**src/rtl/joypad_port_if.sv**
```systemverilog
// CPU-side bus bundle for joypad_port.
//   addr     16  CPU address
//   rw        1  1=read, 0=write
//   access    1  one-cycle bus-cycle qualifier
//   data_in   8  CPU write data
//   data_out  8  registered read data (device -> CPU)
//   hit       1  registered decode hit (device -> CPU)
// master = CPU / bus fabric, slave = joypad_port.
interface joypad_port_if;
  logic [15:0] addr;
  logic        rw;
  logic        access;
  logic [7:0]  data_in;
  logic [7:0]  data_out;
  logic        hit;

  modport master (output addr, rw, access, data_in, input data_out, hit);
  modport slave  (input addr, rw, access, data_in, output data_out, hit);
endinterface

```
**src/rtl/joypad_port.sv**
```systemverilog
// joypad_port: NES-style joypad poller plus 4016/4017 strobe-and-shift
// read emulation. A free-running engine drives pad_latch/pad_clk, shifts
// BITS_PER_PAD bits from each pad and commits all pads' snapshots at once;
// CPU reads are served from those snapshots and never stall.
// Ports:
//   clock, reset      CPU clock, synchronous active-high reset
//   bus               joypad_port_if.slave (addr/rw/access/data_in in,
//                     data_out/hit registered out)
//   pad_latch         shared latch line, active-high
//   pad_clk           shared serial clock, idles high
//   pad_data          per-pad serial data, active-low
//   busy              poll in progress
// Optional: define JOYPAD_PARALLEL_READ_EN for byte-wide snapshot reads at
// BASE_ADDR+8+i and a poll status/counter byte at BASE_ADDR+8+NUM_PADS.

// Per-pad capture / snapshot / CPU shift register.
module joypad_lane #(
  parameter int BITS = 8
) (
  input  logic       clock,
  input  logic       reset,
  input  logic       sample,      // capture one serial bit this cycle
  input  logic       sample_bit,  // already inverted: 1 = pressed
  input  logic       commit,      // copy capture into snapshot
  input  logic       strobe,
  input  logic       rd,          // CPU read of this pad
  output logic       rd_bit
`ifdef JOYPAD_PARALLEL_READ_EN
  ,
  output logic [7:0] snap_byte
`endif
);
  logic [BITS-1:0] cap, snap, shift;

  always_ff @(posedge clock) begin
    if (reset) begin
      cap   <= '0;
      snap  <= '0;
      shift <= '0;
    end else begin
      // bits arrive bit0 first; a full poll overwrites every position
      if (sample) cap <= {sample_bit, cap[BITS-1:1]};
      if (commit) snap <= cap;
      if (strobe)  shift <= snap;
      else if (rd) shift <= {1'b1, shift[BITS-1:1]};
    end
  end

  // while strobed the pad keeps reporting its first button
  assign rd_bit = strobe ? snap[0] : shift[0];
`ifdef JOYPAD_PARALLEL_READ_EN
  assign snap_byte = 8'(snap);
`endif
endmodule

module joypad_port #(
  parameter int          NUM_PADS     = 2,
  parameter int          BITS_PER_PAD = 8,
  parameter int          CLK_DIV      = 6,
  parameter int          POLL_PERIOD  = 4096,
  parameter logic [15:0] BASE_ADDR    = 16'h4016
) (
  input  logic                clock,
  input  logic                reset,
  joypad_port_if.slave        bus,
  output logic                pad_latch,
  output logic                pad_clk,
  input  logic [NUM_PADS-1:0] pad_data,
  output logic                busy
);
  localparam int TW = $clog2(POLL_PERIOD);
  localparam int DW = $clog2(CLK_DIV) + 1;
  localparam int BW = $clog2(BITS_PER_PAD) + 1;

  localparam logic [2:0] S_IDLE   = 3'd0;
  localparam logic [2:0] S_LATCH  = 3'd1;
  localparam logic [2:0] S_CLK_LO = 3'd2;
  localparam logic [2:0] S_CLK_HI = 3'd3;
  localparam logic [2:0] S_DONE   = 3'd4;

  logic [2:0]    state;
  logic [TW-1:0] timer;
  logic [DW-1:0] div_cnt;
  logic [BW-1:0] bit_cnt;
  logic          div_last, timer_last, sample, commit;
  logic          strobe_reg, strobe_wr;
  logic [15:0]   off;
  logic [NUM_PADS-1:0] pad_rd, rd_bit;
  logic [7:0]    data_nxt;
  logic          hit_nxt;
  logic          unused_data;

  assign unused_data = ^bus.data_in[7:1];
  assign div_last    = div_cnt == DW'(CLK_DIV - 1);
  assign timer_last  = timer == TW'(POLL_PERIOD - 1);
  assign sample      = div_last && (state == S_LATCH || state == S_CLK_HI);
  assign commit      = state == S_DONE;

  // poll engine; the timer free-runs so poll starts are exactly periodic
  always_ff @(posedge clock) begin
    if (reset) begin
      state     <= S_IDLE;
      timer     <= '0;
      div_cnt   <= '0;
      bit_cnt   <= '0;
      pad_latch <= 1'b0;
      pad_clk   <= 1'b1;
      busy      <= 1'b0;
    end else begin
      timer <= timer_last ? '0 : timer + 1'b1;
      case (state)
        S_IDLE: if (timer_last) begin
          state     <= S_LATCH;
          pad_latch <= 1'b1;
          busy      <= 1'b1;
          div_cnt   <= '0;
          bit_cnt   <= '0;
        end
        S_LATCH: if (div_last) begin
          state     <= S_CLK_LO;
          pad_latch <= 1'b0;
          pad_clk   <= 1'b0;
          div_cnt   <= '0;
          bit_cnt   <= BW'(1);   // bit0 taken under latch
        end else div_cnt <= div_cnt + 1'b1;
        S_CLK_LO: if (div_last) begin
          state   <= S_CLK_HI;
          pad_clk <= 1'b1;
          div_cnt <= '0;
        end else div_cnt <= div_cnt + 1'b1;
        S_CLK_HI: if (div_last) begin
          div_cnt <= '0;
          if (bit_cnt == BW'(BITS_PER_PAD - 1)) state <= S_DONE;
          else begin
            state   <= S_CLK_LO;
            pad_clk <= 1'b0;
            bit_cnt <= bit_cnt + 1'b1;
          end
        end else div_cnt <= div_cnt + 1'b1;
        S_DONE: begin
          state <= S_IDLE;
          busy  <= 1'b0;
        end
        default: state <= S_IDLE;
      endcase
    end
  end

  // CPU decode
  assign off       = bus.addr - BASE_ADDR;
  assign strobe_wr = bus.access && !bus.rw && off == 16'd0;

  always_ff @(posedge clock) begin
    if (reset) strobe_reg <= 1'b0;
    else if (strobe_wr) strobe_reg <= bus.data_in[0];
  end

`ifdef JOYPAD_PARALLEL_READ_EN
  logic [NUM_PADS-1:0][7:0] snap_byte;
  logic [3:0] poll_cnt;

  always_ff @(posedge clock) begin
    if (reset) poll_cnt <= '0;
    else if (commit) poll_cnt <= poll_cnt + 1'b1;
  end
`endif

  for (genvar g = 0; g < NUM_PADS; g++) begin : g_lane
    assign pad_rd[g] = bus.access && bus.rw && off == 16'(g);
    joypad_lane #(.BITS(BITS_PER_PAD)) u_lane (
      .clock      (clock),
      .reset      (reset),
      .sample     (sample),
      .sample_bit (~pad_data[g]),
      .commit     (commit),
      .strobe     (strobe_reg),
      .rd         (pad_rd[g]),
      .rd_bit     (rd_bit[g])
`ifdef JOYPAD_PARALLEL_READ_EN
      ,
      .snap_byte  (snap_byte[g])
`endif
    );
  end

  always_comb begin
    data_nxt = '0;
    hit_nxt  = strobe_wr;
    for (int i = 0; i < NUM_PADS; i++) begin
      if (pad_rd[i]) begin
        hit_nxt  = 1'b1;
        data_nxt = {7'b0, rd_bit[i]};
      end
    end
`ifdef JOYPAD_PARALLEL_READ_EN
    if (bus.access && bus.rw) begin
      for (int i = 0; i < NUM_PADS; i++) begin
        if (off == 16'(8 + i)) begin
          hit_nxt  = 1'b1;
          data_nxt = snap_byte[i];
        end
      end
      if (off == 16'(8 + NUM_PADS)) begin
        hit_nxt  = 1'b1;
        data_nxt = {busy, 3'b0, poll_cnt};
      end
    end
`endif
  end

  always_ff @(posedge clock) begin
    if (reset) begin
      bus.data_out <= '0;
      bus.hit      <= 1'b0;
    end else begin
      bus.data_out <= data_nxt;
      bus.hit      <= hit_nxt;
    end
  end
endmodule

```
**src/flat_wrapper.sv**
```systemverilog
// flat-port wrapper written by rule: the top's interface ports become plain ports
module joypad_port_flat 
#(
  parameter int          NUM_PADS     = 2,
  parameter int          BITS_PER_PAD = 8,
  parameter int          CLK_DIV      = 6,
  parameter int          POLL_PERIOD  = 4096,
  parameter logic [15:0] BASE_ADDR    = 16'h4016
)
  (clock, reset, pad_latch, pad_clk, pad_data, busy, bus_addr, bus_rw, bus_access, bus_data_in, bus_data_out, bus_hit);
  joypad_port_if bus_i ();
  input  logic clock;
  input  logic reset;
  output logic pad_latch;
  output logic pad_clk;
  input  logic [NUM_PADS-1:0] pad_data;
  output logic busy;
  input wire logic [$bits(bus_i.addr)-1:0] bus_addr;
  input wire logic [$bits(bus_i.rw)-1:0] bus_rw;
  input wire logic [$bits(bus_i.access)-1:0] bus_access;
  input wire logic [$bits(bus_i.data_in)-1:0] bus_data_in;
  output wire logic [$bits(bus_i.data_out)-1:0] bus_data_out;
  output wire logic [$bits(bus_i.hit)-1:0] bus_hit;
  assign bus_i.addr = bus_addr;
  assign bus_i.rw = bus_rw;
  assign bus_i.access = bus_access;
  assign bus_i.data_in = bus_data_in;
  assign bus_data_out = bus_i.data_out;
  assign bus_hit = bus_i.hit;
  joypad_port #(.NUM_PADS(NUM_PADS), .BITS_PER_PAD(BITS_PER_PAD), .CLK_DIV(CLK_DIV), .POLL_PERIOD(POLL_PERIOD), .BASE_ADDR(BASE_ADDR)) u_core (.clock(clock), .reset(reset), .bus(bus_i), .pad_latch(pad_latch), .pad_clk(pad_clk), .pad_data(pad_data), .busy(busy));
endmodule
```
**config.mk**
```make
export PLATFORM = sky130hd
export DESIGN_NAME = joypad_port_flat
export DESIGN_NICKNAME = d
export VERILOG_FILES = /design/src/rtl/joypad_port_if.sv /design/src/rtl/joypad_port.sv /design/src/flat_wrapper.sv
export SDC_FILE = /design/constraint.sdc
export NUM_CORES = 1
export LEC_CHECK = 0
export BUFFER_PORTS_ARGS = -buffer_cell sky130_fd_sc_hd__buf_2
export CAP_MARGIN = 10
export CORE_MARGIN = 1.5
export CORE_UTILIZATION = 60
export DETAILED_ROUTE_END_ITERATION = 6
export HOLD_SLACK_MARGIN = 0.05
export PLACE_DENSITY = 0.84
export SLEW_MARGIN = 10
export SYNTH_ARGS = -nofsm -noshare
export SYNTH_HDL_FRONTEND = slang
export SYNTH_HIERARCHICAL = 1
export SYNTH_SLANG_ARGS = --single-unit
```
**constraint.sdc**
```tcl
create_clock -name clock -period 7.03 [get_ports clock]
set_input_delay 1.406 -clock clock [delete_from_list [all_inputs] [get_ports clock]]
set_output_delay 1.406 -clock clock [all_outputs]
set_load 0.01 [all_outputs]
```
# Word level (Yosys, flattened, before mapping)
# Cells that the tools add are included.
# word_totals
reg_bits	84
input_bits	30
out_inout_bits	12
elab_cells	93
# classes
add_sub_neg	4
n_bitwise	2
mux	31
reduce_logical	26
eq_ne	13
# ops
cell	count
$mux 8	4
$mux 4	5
$eq 16x1->1 const B	1
$logic_not 16->1	1
$sub 16x15->16 const B	1
$mux 3	5
$add 12x1->12 const B	1
$eq 12x12->1 const B	1
$pmux 3 s4	1
$pmux 4 s3	1
$mux 1	11
$reduce_and 5->1	2
$reduce_bool 2->1	5
$add 4x1->4 const B	2
$eq 4x3->1 const B	2
$ne 2x1->1 const B	4
$pmux 4 s2	1
$eq 3x2->1 const B	2
$logic_and 1x1->1	6
$reduce_bool 3->1	2
$pmux 1 s2	2
$reduce_and 2->1	2
$reduce_and 4->1	1
$reduce_or 2->1	2
other kinds (10)	11

# Longest topological paths before layout
# Gate-level depths: netlist of the first run.
# depth
ltp_word	5
mapped_depth	9
depth_no_buf	8

# Modules after synthesis
# The synthesis of the first run kept the hierarchy.
# by_module_without_submodules
module	area_each_um2	n_inst	seq_area_each_um2	cells_each
joypad_lane	934.6	2	480.5	88
joypad_port	1581.5	1	580.6	189

# Worst setup path after synthesis of the first run
# Ideal clock, no wire load.
# synth_timing
path_type	input to register
start	input port bus_addr[1]
end	register u_core.g_lane[0].u_lane.shift[0]
path_slack_ps	3743
arrival_ps	3160
n_path_buf	1
required_ps	6903
setup_ps	127
stages	9
cell_sequence	ha_1 -> or4b_1 -> nor3_1 -> a211o_1 -> nand2_1 -> nor3b_1 -> buf_6 -> mux2i_1 -> a211oi_1
# synth_via
elab_chain_cells	4
# synth_rtl
item	line_no	text
from (decl)	flat_wrapper.sv:18	input wire logic [$bits(bus_i.addr)-1:0] bus_addr;
$sub 16x15->16	joypad_port.sv:150	assign off = bus.addr - BASE_ADDR;
$logic_not 16->1	joypad_port.sv:169	assign pad_rd[g] = bus.access && bus.rw && off == 16'(g);
$logic_and 1x1->1	joypad_port.sv:169	
named net u_core.pad_rd[0]	joypad_port.sv:88	logic [NUM_PADS-1:0] pad_rd, rd_bit;
$reduce_bool 2->1 (no source line)	--	
to (signal assigned)	joypad_port.sv:44	if (strobe) shift <= snap;
to (signal assigned)	joypad_port.sv:45	else if (rd) shift <= {1'b1, shift[BITS-1:1]};
to (decl)	joypad_port.sv:33	logic [BITS-1:0] cap, snap, shift;
# The timed path passes the listed nets, and every way through them passes these cells.
# A chain may end at the register's enable or synchronous reset.

# Final worst setup path of the first run
# layout_timing
start	input port bus_addr[1]
end	register u_core.g_lane[1].u_lane.shift[0]
# layout_via
elab_chain_cells	4
# layout_rtl
item	line_no
$sub 16x15->16	joypad_port.sv:150
$eq 16x1->1	joypad_port.sv:169
$logic_and 1x1->1	joypad_port.sv:169
named net u_core.pad_rd[1]	joypad_port.sv:88
$reduce_bool 2->1 (no source line)	--
to (signal assigned)	joypad_port.sv:44
to (signal assigned)	joypad_port.sv:45
to (decl)	joypad_port.sv:33
# The timed path passes the listed nets, and every way through them passes these cells.

==> reports/metrics.csv, run 1 <==
metric;value;unit
grt_pass1_wl;10800;um
gp_congestion;0.782;
ys_warn_count;6;
r2r.worst_path.cells;5;
drive_gt1_share;14.1;%
fin_skew;0.00789;ns
hpwl;4120;um
rr_endpoint;u_core/bit_cnt[0]$_SDFFE_PP0P_;
core_area;0.00554;mm^2
async_flop_share;0;%
reg2reg_slack;4.94;ns
yosys-top-cells-area;dfxtp_1 45%, mux2i_1 14%, nor2_1 6.1%;
drv_cap;0;
holdCritStartpoint;u_core/pad_latch$_SDFFE_PP0P_;
slew_viol_final;0;
pin_count;42;
status;finished, final reports clean;
synth_area;0.00345;mm^2
clockBufferDepth;2;
critPathLaunchType;input pin;
rsz0062_at_grt;no;
ys_ff_latch;77;
maxSlewHeadroom;25.7;%
htree_levels;3;
yosysSeqAreaShare;44.7;%
synth.distinct_cells;50;
cp.required;7.28;ns
cts.sinks;77;
clkTransAtPathRegs;0.08;ns
wirelength;6570;um
start_util;62.3;%
numCtsBuffers;9;
path_cells;buf_2, ha_1, or4b_1, nor3_1, a211o_1, nand2_1, nor2_1, mux2i_1, a211oi_1;
crit_slowest_cell;nor2_1;
worst_pin_slew;1.11;ns
synthTopCellsByCount;77 x dfxtp_1, 56 x nor2_1, 48 x mux2i_1, 19 x nor2b_1, 16 x nor3_1;
first_iter_violations;163;
peakVddDrop;0.181;mV
grt_start_max_net_pins;67;
hold_viol_final;0;
fp.dieW;78.8;um
yosys.area.top_type;dfxtp_1;
slowest_delay;0.63;ns
crit-reg2reg-launch;u_core/div_cnt[0]$_SDFFE_PP0P_;
critPathTopFamily;simple AND/OR/NAND/NOR gates;
antenna_cells;0;
final.fill_count;443;
fin_util;69.2;%
cts_resized;0;
critPathMaxFanout;8;
nets;419;
syn_inst;365;
tritoncts;built;
ant_nets;0;
avgViaCountPerCell;5.66;
die_y;78.8;um
hold_buffers;0;
cts-root-buf;clkbuf_8;
worstHoldEndpoint;u_core/pad_latch$_SDFFE_PP0P_;
synth_flop_cell;dfxtp_1;
grt_antenna_before_repair;0;
grt_overflow;0;
cts_setup_buffers;0;
yosysTopAreaCellShare;44.7;%
routedWlPerCell;14.2;um
whs_path_depth;1;
p_per_area;238;mW/mm^2
drc;0;
top_regs;u_core/g_lane.u_lane/cap x16, u_core/g_lane.u_lane/shift x16, u_core/g_lane.u_lane/snap x16;
period_share;52.6;%
fmax;270;MHz
holdWs;0.472;ns
crit_arrival;3.94;ns
synth.avg_cell_area;9.45;um^2
syn_to_final_growth;11.2;%
cp.buffers_inverters;1;
end_kind;flip-flop;
synth_most_common_cell;dfxtp_1;
synth_edf_count;0;
leakagePower;0.00139;uW
clk_latency;0.36;ns
setup_viol;0;
dieArea;0.00621;mm^2
core.rowCount;27;
via_count;2622;
drt-pass1-iter-count;4;
hold_path.class;reg -> reg;
grt_pass1_vias;2430;
setup-tns-final;0;ns
numPortBuffers;27;
track_usage;22.4;%
final.min_clock_period;3.70;ns
crit_type;in -> reg;
report.power.total;912;uW
worst register-to-register path, cell delays in order, from the launching register on:
cell	delay (ns)
dfxtp_1	0.43
nand4bb_1	0.26
nor2_2	0.91
nand2_1	0.16
nand3_1	0.14
a21oi_1	0.07
final cells by class:
class	count	area (um^2)	share of cell area (%)
Sequential cell	77	1540	40.2
Timing Repair Buffer	29	150	3.91
Multi-Input combinational cell	261	1760	45.8
Tap cell	72	90.1	2.35
Clock buffer	9	124	3.23
Clock inverter	7	145	3.78
Inverter	8	30.0	0.783
metrics by stage:
step | worst slack, ns | area [um^2] | instances
final | 3.33 | 3840 | 463
after global routing | 3.27 | 3840 | 463
after CTS | 3.35 | 3840 | 463
after detailed placement | 3.10 | 3570 | 447
after global placement | 3.19 | 3570 | 447
after floorplan | 3.74 | 3470 | 371
power breakdown:
group / internal [uW] / total [uW] / switching (uW)
clock network: 274 / 444 / 170
registers: 437 / 439 / 2.14
logic: 10.7 / 28.3 / 17.7
cells in the final DEF (no fill, tap or decap), types with 4 or more instances in the layout:
cell type and count:
nor3_1 16, inv_1 8, nor2b_1 19, nand2b_1 6
nor2_1 55, dfxtp_1 77, a211oi_1 14, a21oi_1 11
bufinv_16 4, nand3_1 10, xor2_1 7, conb_1 7
buf_2 27, mux2i_1 48, nand2_1 13, clkbuf_8 9
a31oi_1 5, xnor2_1 6
metal layers:
| metal | vias up | track usage [%] | share of wire (%) |
|---|---|---|---|
| met2 | 73 | 37.2 | 49 |
| met4 | 0 | 10.4 | 2.5 |
| met1 | 1235 | 26.5 | 43 |
| met3 | 18 | 6.90 | 5.1 |
| li1 | 1296 | - | - |
| met5 | - | 0 | 0 |
cell families after synthesis:
group	after synthesis	share of synthesized area (%)
AOI/OAI and AO/OA	41	8.30
muxes	50	14.6
and+or+nand+nor	147	22.8
DFF	77	44.7
buffers and inverters	33	5.18
adders and majority gates	3	1.09
other	1	0.109
xor gates and xnor gates	13	3.30
worst max-delay path by stage:
stage | startpoint | cells past startpoint | end
floorplan | bus_addr[1] | 9 | u_core/g_lane[0].u_lane/shift[0]$_SDFFE_PP0P_
global placement | bus_addr[1] | 9 | u_core/g_lane[1].u_lane/shift[4]$_SDFFE_PP0P_
detailed placement | bus_addr[1] | 9 | u_core/g_lane[1].u_lane/shift[3]$_SDFFE_PP0P_
CTS | bus_addr[1] | 9 | u_core/g_lane[1].u_lane/shift[0]$_SDFFE_PP0P_
global route | bus_addr[1] | 9 | u_core/g_lane[1].u_lane/shift[0]$_SDFFE_PP0P_
finish | bus_addr[1] | 9 | u_core/g_lane[1].u_lane/shift[0]$_SDFFE_PP0P_
Note: power is estimated with default switching activity, not from simulation.
==> inputs of run 2 (changes only) <==
--- a/config.mk
+++ b/config.mk
@@ -8,10 +8,10 @@
 export BUFFER_PORTS_ARGS = -buffer_cell sky130_fd_sc_hd__buf_2
 export CAP_MARGIN = 10
 export CORE_MARGIN = 1.5
-export CORE_UTILIZATION = 60
+export CORE_UTILIZATION = 52
 export DETAILED_ROUTE_END_ITERATION = 6
 export HOLD_SLACK_MARGIN = 0.05
-export PLACE_DENSITY = 0.84
+export PLACE_DENSITY = 0.77
 export SLEW_MARGIN = 10
 export SYNTH_ARGS = -nofsm -noshare
 export SYNTH_HDL_FRONTEND = slang
==> constraint.sdc (replaced) <==
create_clock -name clock -period 3.16 [get_ports clock]
set_input_delay 0.632 -clock clock [delete_from_list [all_inputs] [get_ports clock]]
set_output_delay 0.632 -clock clock [all_outputs]
set_load 0.01 [all_outputs]
==> run 2 against run 1 <==
  * Die area rose by 15%
  * Global-route usage shrank 5.1 points
  * Register-to-register slack got worse by 3.7 ns
  * Final cell count up 1.7%
  * Non-clock buffer count is 3 higher
  * Critical path type unchanged
==> reports/metrics.csv, run 2 (same netlist as run 1, synthesis figures left out) <==
metric;value;unit
status;finished, final reports clean;
grt_start_max_net_pins;32;
maxSlewHeadroom;32.3;%
die_y;84.5;um
fmax;399;MHz
slew_viol_final;0;
cts.sinks;77;
fp.dieW;84.5;um
clkTransAtPathRegs;0.09;ns
drt-pass1-iter-count;4;
start_util;54.0;%
clk_latency;0.34;ns
hold_path.class;reg -> reg;
period_share;79.3;%
grt_pass1_vias;2298;
grt_overflow;0;
setup-tns-final;0;ns
report.power.total;1710;uW
peakVddDrop;0.353;mV
holdCritStartpoint;u_core/pad_latch$_SDFFE_PP0P_;
hpwl;4080;um
path_cells;buf_2, ha_1, or4b_1, nor3_1, a211o_1, nand2_1, nor3b_1, buf_4, mux2i_1, a211oi_1;
worstHoldEndpoint;u_core/pad_latch$_SDFFE_PP0P_;
r2r.worst_path.cells;6;
antenna_cells;0;
numPortBuffers;27;
cts_setup_buffers;0;
ant_nets;0;
crit_slowest_cell;or4b_1;
rr_endpoint;u_core/timer[3]$_SDFF_PP0_;
routedWlPerCell;12.5;um
leakagePower;0.00136;uW
critPathMaxFanout;8;
crit-reg2reg-launch;u_core/timer[0]$_SDFF_PP0_;
grt_antenna_before_repair;0;
clockBufferDepth;2;
core.rowCount;29;
avgViaCountPerCell;5.35;
crit_arrival;2.76;ns
final_common_cell;dfxtp_1;
htree_levels;3;
top_regs;u_core/g_lane.u_lane/cap x16, u_core/g_lane.u_lane/shift x16, u_core/g_lane.u_lane/snap x16;
pin_count;42;
drv_cap;0;
nets;422;
core_area;0.00639;mm^2
numCtsBuffers;9;
setup_viol;0;
hold_viol_final;0;
gp_congestion;0.825;
via_count;2519;
wirelength;5870;um
reg2reg_slack;1.21;ns
worst_pin_slew;1.02;ns
track_usage;17.3;%
cts-root-buf;clkbuf_8;
final_cell_mix;77 x dfxtp_1, 55 x nor2_1, 48 x mux2i_1;
first_iter_violations;81;
cts_resized;0;
tritoncts;built;
rsz0062_at_grt;no;
critPathLaunchType;input pin;
cp.required;3.41;ns
whs_path_depth;1;
crit_type;in -> reg;
final.min_clock_period;2.51;ns
drive_gt1_share;14.7;%
syn_to_final_growth;9.46;%
fin_skew;0.00969;ns
drc;0;
end_kind;flip-flop;
grt_pass1_wl;10100;um
slowest_delay;0.54;ns
dieArea;0.00713;mm^2
p_per_area;454;mW/mm^2
hold_buffers;0;
-- run 2: cell count changes in the layout (fill, tap and decap cells not counted), sizes merged --
cell / change
bufinv: -4
buf: +3
clkinvlp: +2
inv: +2
-- run 2: critical path: cells and delay by family --
family                     cells  cell delay, ns
adders and majority gates      1            0.25
and+or+nand+nor                4            1.02
buffers and inverters          2            0.36
AOI/OAI and AO/OA              2            0.41
muxes                          1            0.09
-- run 2: cell type report --
type	count	area, um^2
Sequential cell	77	1540
Multi-Input combinational cell	261	1760
Fill cell	576	2610
Clock inverter	7	57.6
Inverter	8	30.0
Tap cell	77	96.3
Timing Repair Buffer	32	173
Clock buffer	9	124
-- run 2: how the worst max path moves through the flow --
stage	start	endpoint	slack, ns	cells past startpoint
2_1_floorplan	bus_addr[1]	u_core/g_lane[0].u_lane/shift[0]$_SDFFE_PP0P_	0.65	9
3_3_place_gp	bus_addr[1]	u_core/g_lane[0].u_lane/shift[3]$_SDFFE_PP0P_	0.36	10
3_5_place_dp	bus_addr[1]	u_core/g_lane[0].u_lane/shift[3]$_SDFFE_PP0P_	0.34	10
4_1_cts	bus_addr[1]	u_core/g_lane[0].u_lane/shift[3]$_SDFFE_PP0P_	0.67	10
5_1_grt	bus_addr[1]	u_core/g_lane[0].u_lane/shift[5]$_SDFFE_PP0P_	0.47	10
6_report	bus_addr[1]	u_core/g_lane[0].u_lane/shift[3]$_SDFFE_PP0P_	0.65	10
-- run 2: power breakdown --
part	total (uW)	internal (uW)	switching, uW
combinational	63.7	24.5	39.3
sequential	977	972	4.54
clock	674	296	378
-- run 2: per-stage QoR --
| step | util (%) | cell area [um^2] | std cells | worst slack (ns) | hold WS (ns) |
|---|---|---|---|---|---|
| after floorplan | - | 3470 | 371 | 0.647 | 0.453 |
| after global placement | 56.3 | 3600 | 455 | 0.359 | 0.442 |
| after detailed placement | 56.3 | 3600 | 455 | 0.344 | 0.450 |
| after CTS | 59.1 | 3780 | 471 | 0.672 | 0.470 |
| after global routing | 59.1 | 3780 | 471 | 0.469 | 0.490 |
| final | 59.1 | 3780 | 471 | 0.654 | 0.467 |
-- run 2: metal layers --
metal	vias to the layer above	global-route usage, %	part of all wire (%)
li1	1309	-	-
met1	1168	20.3	47
met2	38	29.7	48
met3	4	5.11	3.9
met4	0	7.18	0.94
met5	-	0	0
==> inputs of run 3 (changes only) <==
==> constraint.sdc (replaced) <==
create_clock -name clock -period 2.14 [get_ports clock]
set_input_delay 0.428 -clock clock [delete_from_list [all_inputs] [get_ports clock]]
set_output_delay 0.428 -clock clock [all_outputs]
set_load 0.01 [all_outputs]
==> run 3 against run 2 <==
  * First-iteration DRC count grew 54%
  * Critical path type unchanged
  * Non-clock buffer count grew 14
  * Critical endpoint unchanged
  * Count of clock-buffer cells in the layout grew 1
==> reports/metrics.csv, run 3 (same netlist as run 1, synthesis figures left out) <==
metric;value;unit
syn_to_final_growth;15.2;%
pin_count;42;
cts-root-buf;clkbuf_8;
start_util;54.0;%
hold_path.class;in -> reg;
routedWlPerCell;12.9;um
reg2reg_slack;0.30;ns
use_met3;6.59;%
via_count;2584;
cp.required;2.37;ns
setup_viol;0;
wirelength;6250;um
clk_latency;0.35;ns
crit_arrival;2.29;ns
numCtsBuffers;9;
grt_pass1_wl;10700;um
drt-pass1-iter-count;5;
ant_nets;0;
final_cell_mix;77 x dfxtp_1, 55 x nor2_1, 47 x mux2i_1;
critPathMaxFanout;8;
dieArea;0.00713;mm^2
crit_type;in -> reg;
numPortBuffers;27;
period_share;96.5;%
drive_gt1_share;19.6;%
avgViaCountPerCell;5.33;
slew_viol_final;0;
grt_start_max_net_pins;31;
hpwl;4200;um
gp_congestion;0.858;
grt_pass1_vias;2470;
track_usage;18.5;%
p_per_area;694;mW/mm^2
tritoncts;built;
top_regs;u_core/g_lane.u_lane/cap x16, u_core/g_lane.u_lane/shift x16, u_core/g_lane.u_lane/snap x16;
htree_levels;3;
use_met1;23.3;%
drv_cap;0;
antenna_cells;0;
hold_viol_final;0;
critPathLaunchType;input pin;
busiest_layer;met2;
core.rowCount;29;
fin_util;62.2;%
fmax;484;MHz
status;finished, final reports clean;
grt_antenna_before_repair;0;
first_iter_violations;125;
cts.sinks;77;
met2_usage;29.5;%
hold_buffers;0;
die_y;84.5;um
clkTransAtPathRegs;0.07;ns
grt_overflow;0;
leakagePower;0.00147;uW
core_area;0.00639;mm^2
peakVddDrop;0.468;mV
fp.dieW;84.5;um
final_common_cell;dfxtp_1;
final.min_clock_period;2.07;ns
nets;436;
end_kind;flip-flop;
fin_skew;0.0107;ns
clockBufferDepth;2;
drc;0;
report.power.total;2760;uW
run 3: cell count changes in the layout (fill, tap and decap cells not counted), moves of 2 or more:
cell,previous run,this run
inv_6,4,0
bufinv_16,0,2
clkinv_2,0,2
clkinvlp_4,3,1
buf_4,5,18
run 3: final timing paths:
path / startpoint / end / cells past startpoint
worst max-delay path: bus_addr[1] / u_core/g_lane[0].u_lane/shift[3]$_SDFFE_PP0P_ / 10
worst min-delay path: bus_data_in[0] / u_core/strobe_reg$_SDFFE_PP0P_ / 3
worst max register to register: u_core/timer[2]$_SDFF_PP0_ / u_core/timer[4]$_SDFF_PP0_ / 5
worst min register to register: u_core/pad_latch$_SDFFE_PP0P_ / u_core/pad_latch$_SDFFE_PP0P_ / 1
run 3: timing repair:
| item | CTS | global route |
|---|---|---|
| hold endpoints to repair | 0 | 0 |
| gates resized for setup | 0 | 6 |
| setup buffers | 0 | 1 |
| setup endpoints to repair | 0 | 8 |
run 3: power by group:
part	total, uW	switching, uW	internal, uW
sequential	1440	6.01	1440
clock	1200	514	686
combinational	117	67.4	50.0
run 3: worst max-delay path, stage by stage:
cell      delay [ns]
buf_2           0.12
ha_4            0.16
or4b_1          0.49
nor3_2          0.14
a211o_1         0.18
nand2_2         0.08
nor3b_2         0.19
buf_6           0.18
mux2i_2         0.24
a211oi_2        0.09
run 3: stage by stage:
step | hold WS [ns] | instances | TNS [ns] | worst slack, ns | instance area (um^2)
6_report | 0.352 | 485 | 0 | 0.0739 | 3980
3_5_place_dp | 0.448 | 468 | -3.99 | -0.299 | 3710
4_1_cts | 0.333 | 484 | 0 | 0.0558 | 3940
3_3_place_gp | 0.432 | 468 | -3.76 | -0.276 | 3710
5_1_grt | 0.362 | 485 | -0.0195 | -0.0195 | 3980
2_1_floorplan | 0.453 | 371 | -0.271 | -0.0387 | 3490
run 3: routing by layer:
layer | vias up | part of all wire, %
li1 | 1335 | -
met1 | 1200 | 48
met2 | 40 | 47
met3 | 9 | 4.0
met4 | 0 | 1.3
met5 | - | 0
run 3: cell type report:
| class | instances | area [um^2] |
|---|---|---|
| Multi-Input combinational cell | 261 | 1800 |
| Timing Repair Buffer | 46 | 282 |
| Inverter | 8 | 30.0 |
| Clock buffer | 10 | 138 |
| Fill cell | 566 | 2410 |
| Sequential cell | 77 | 1540 |
| Tap cell | 77 | 96.3 |
| Clock inverter | 6 | 86.3 |
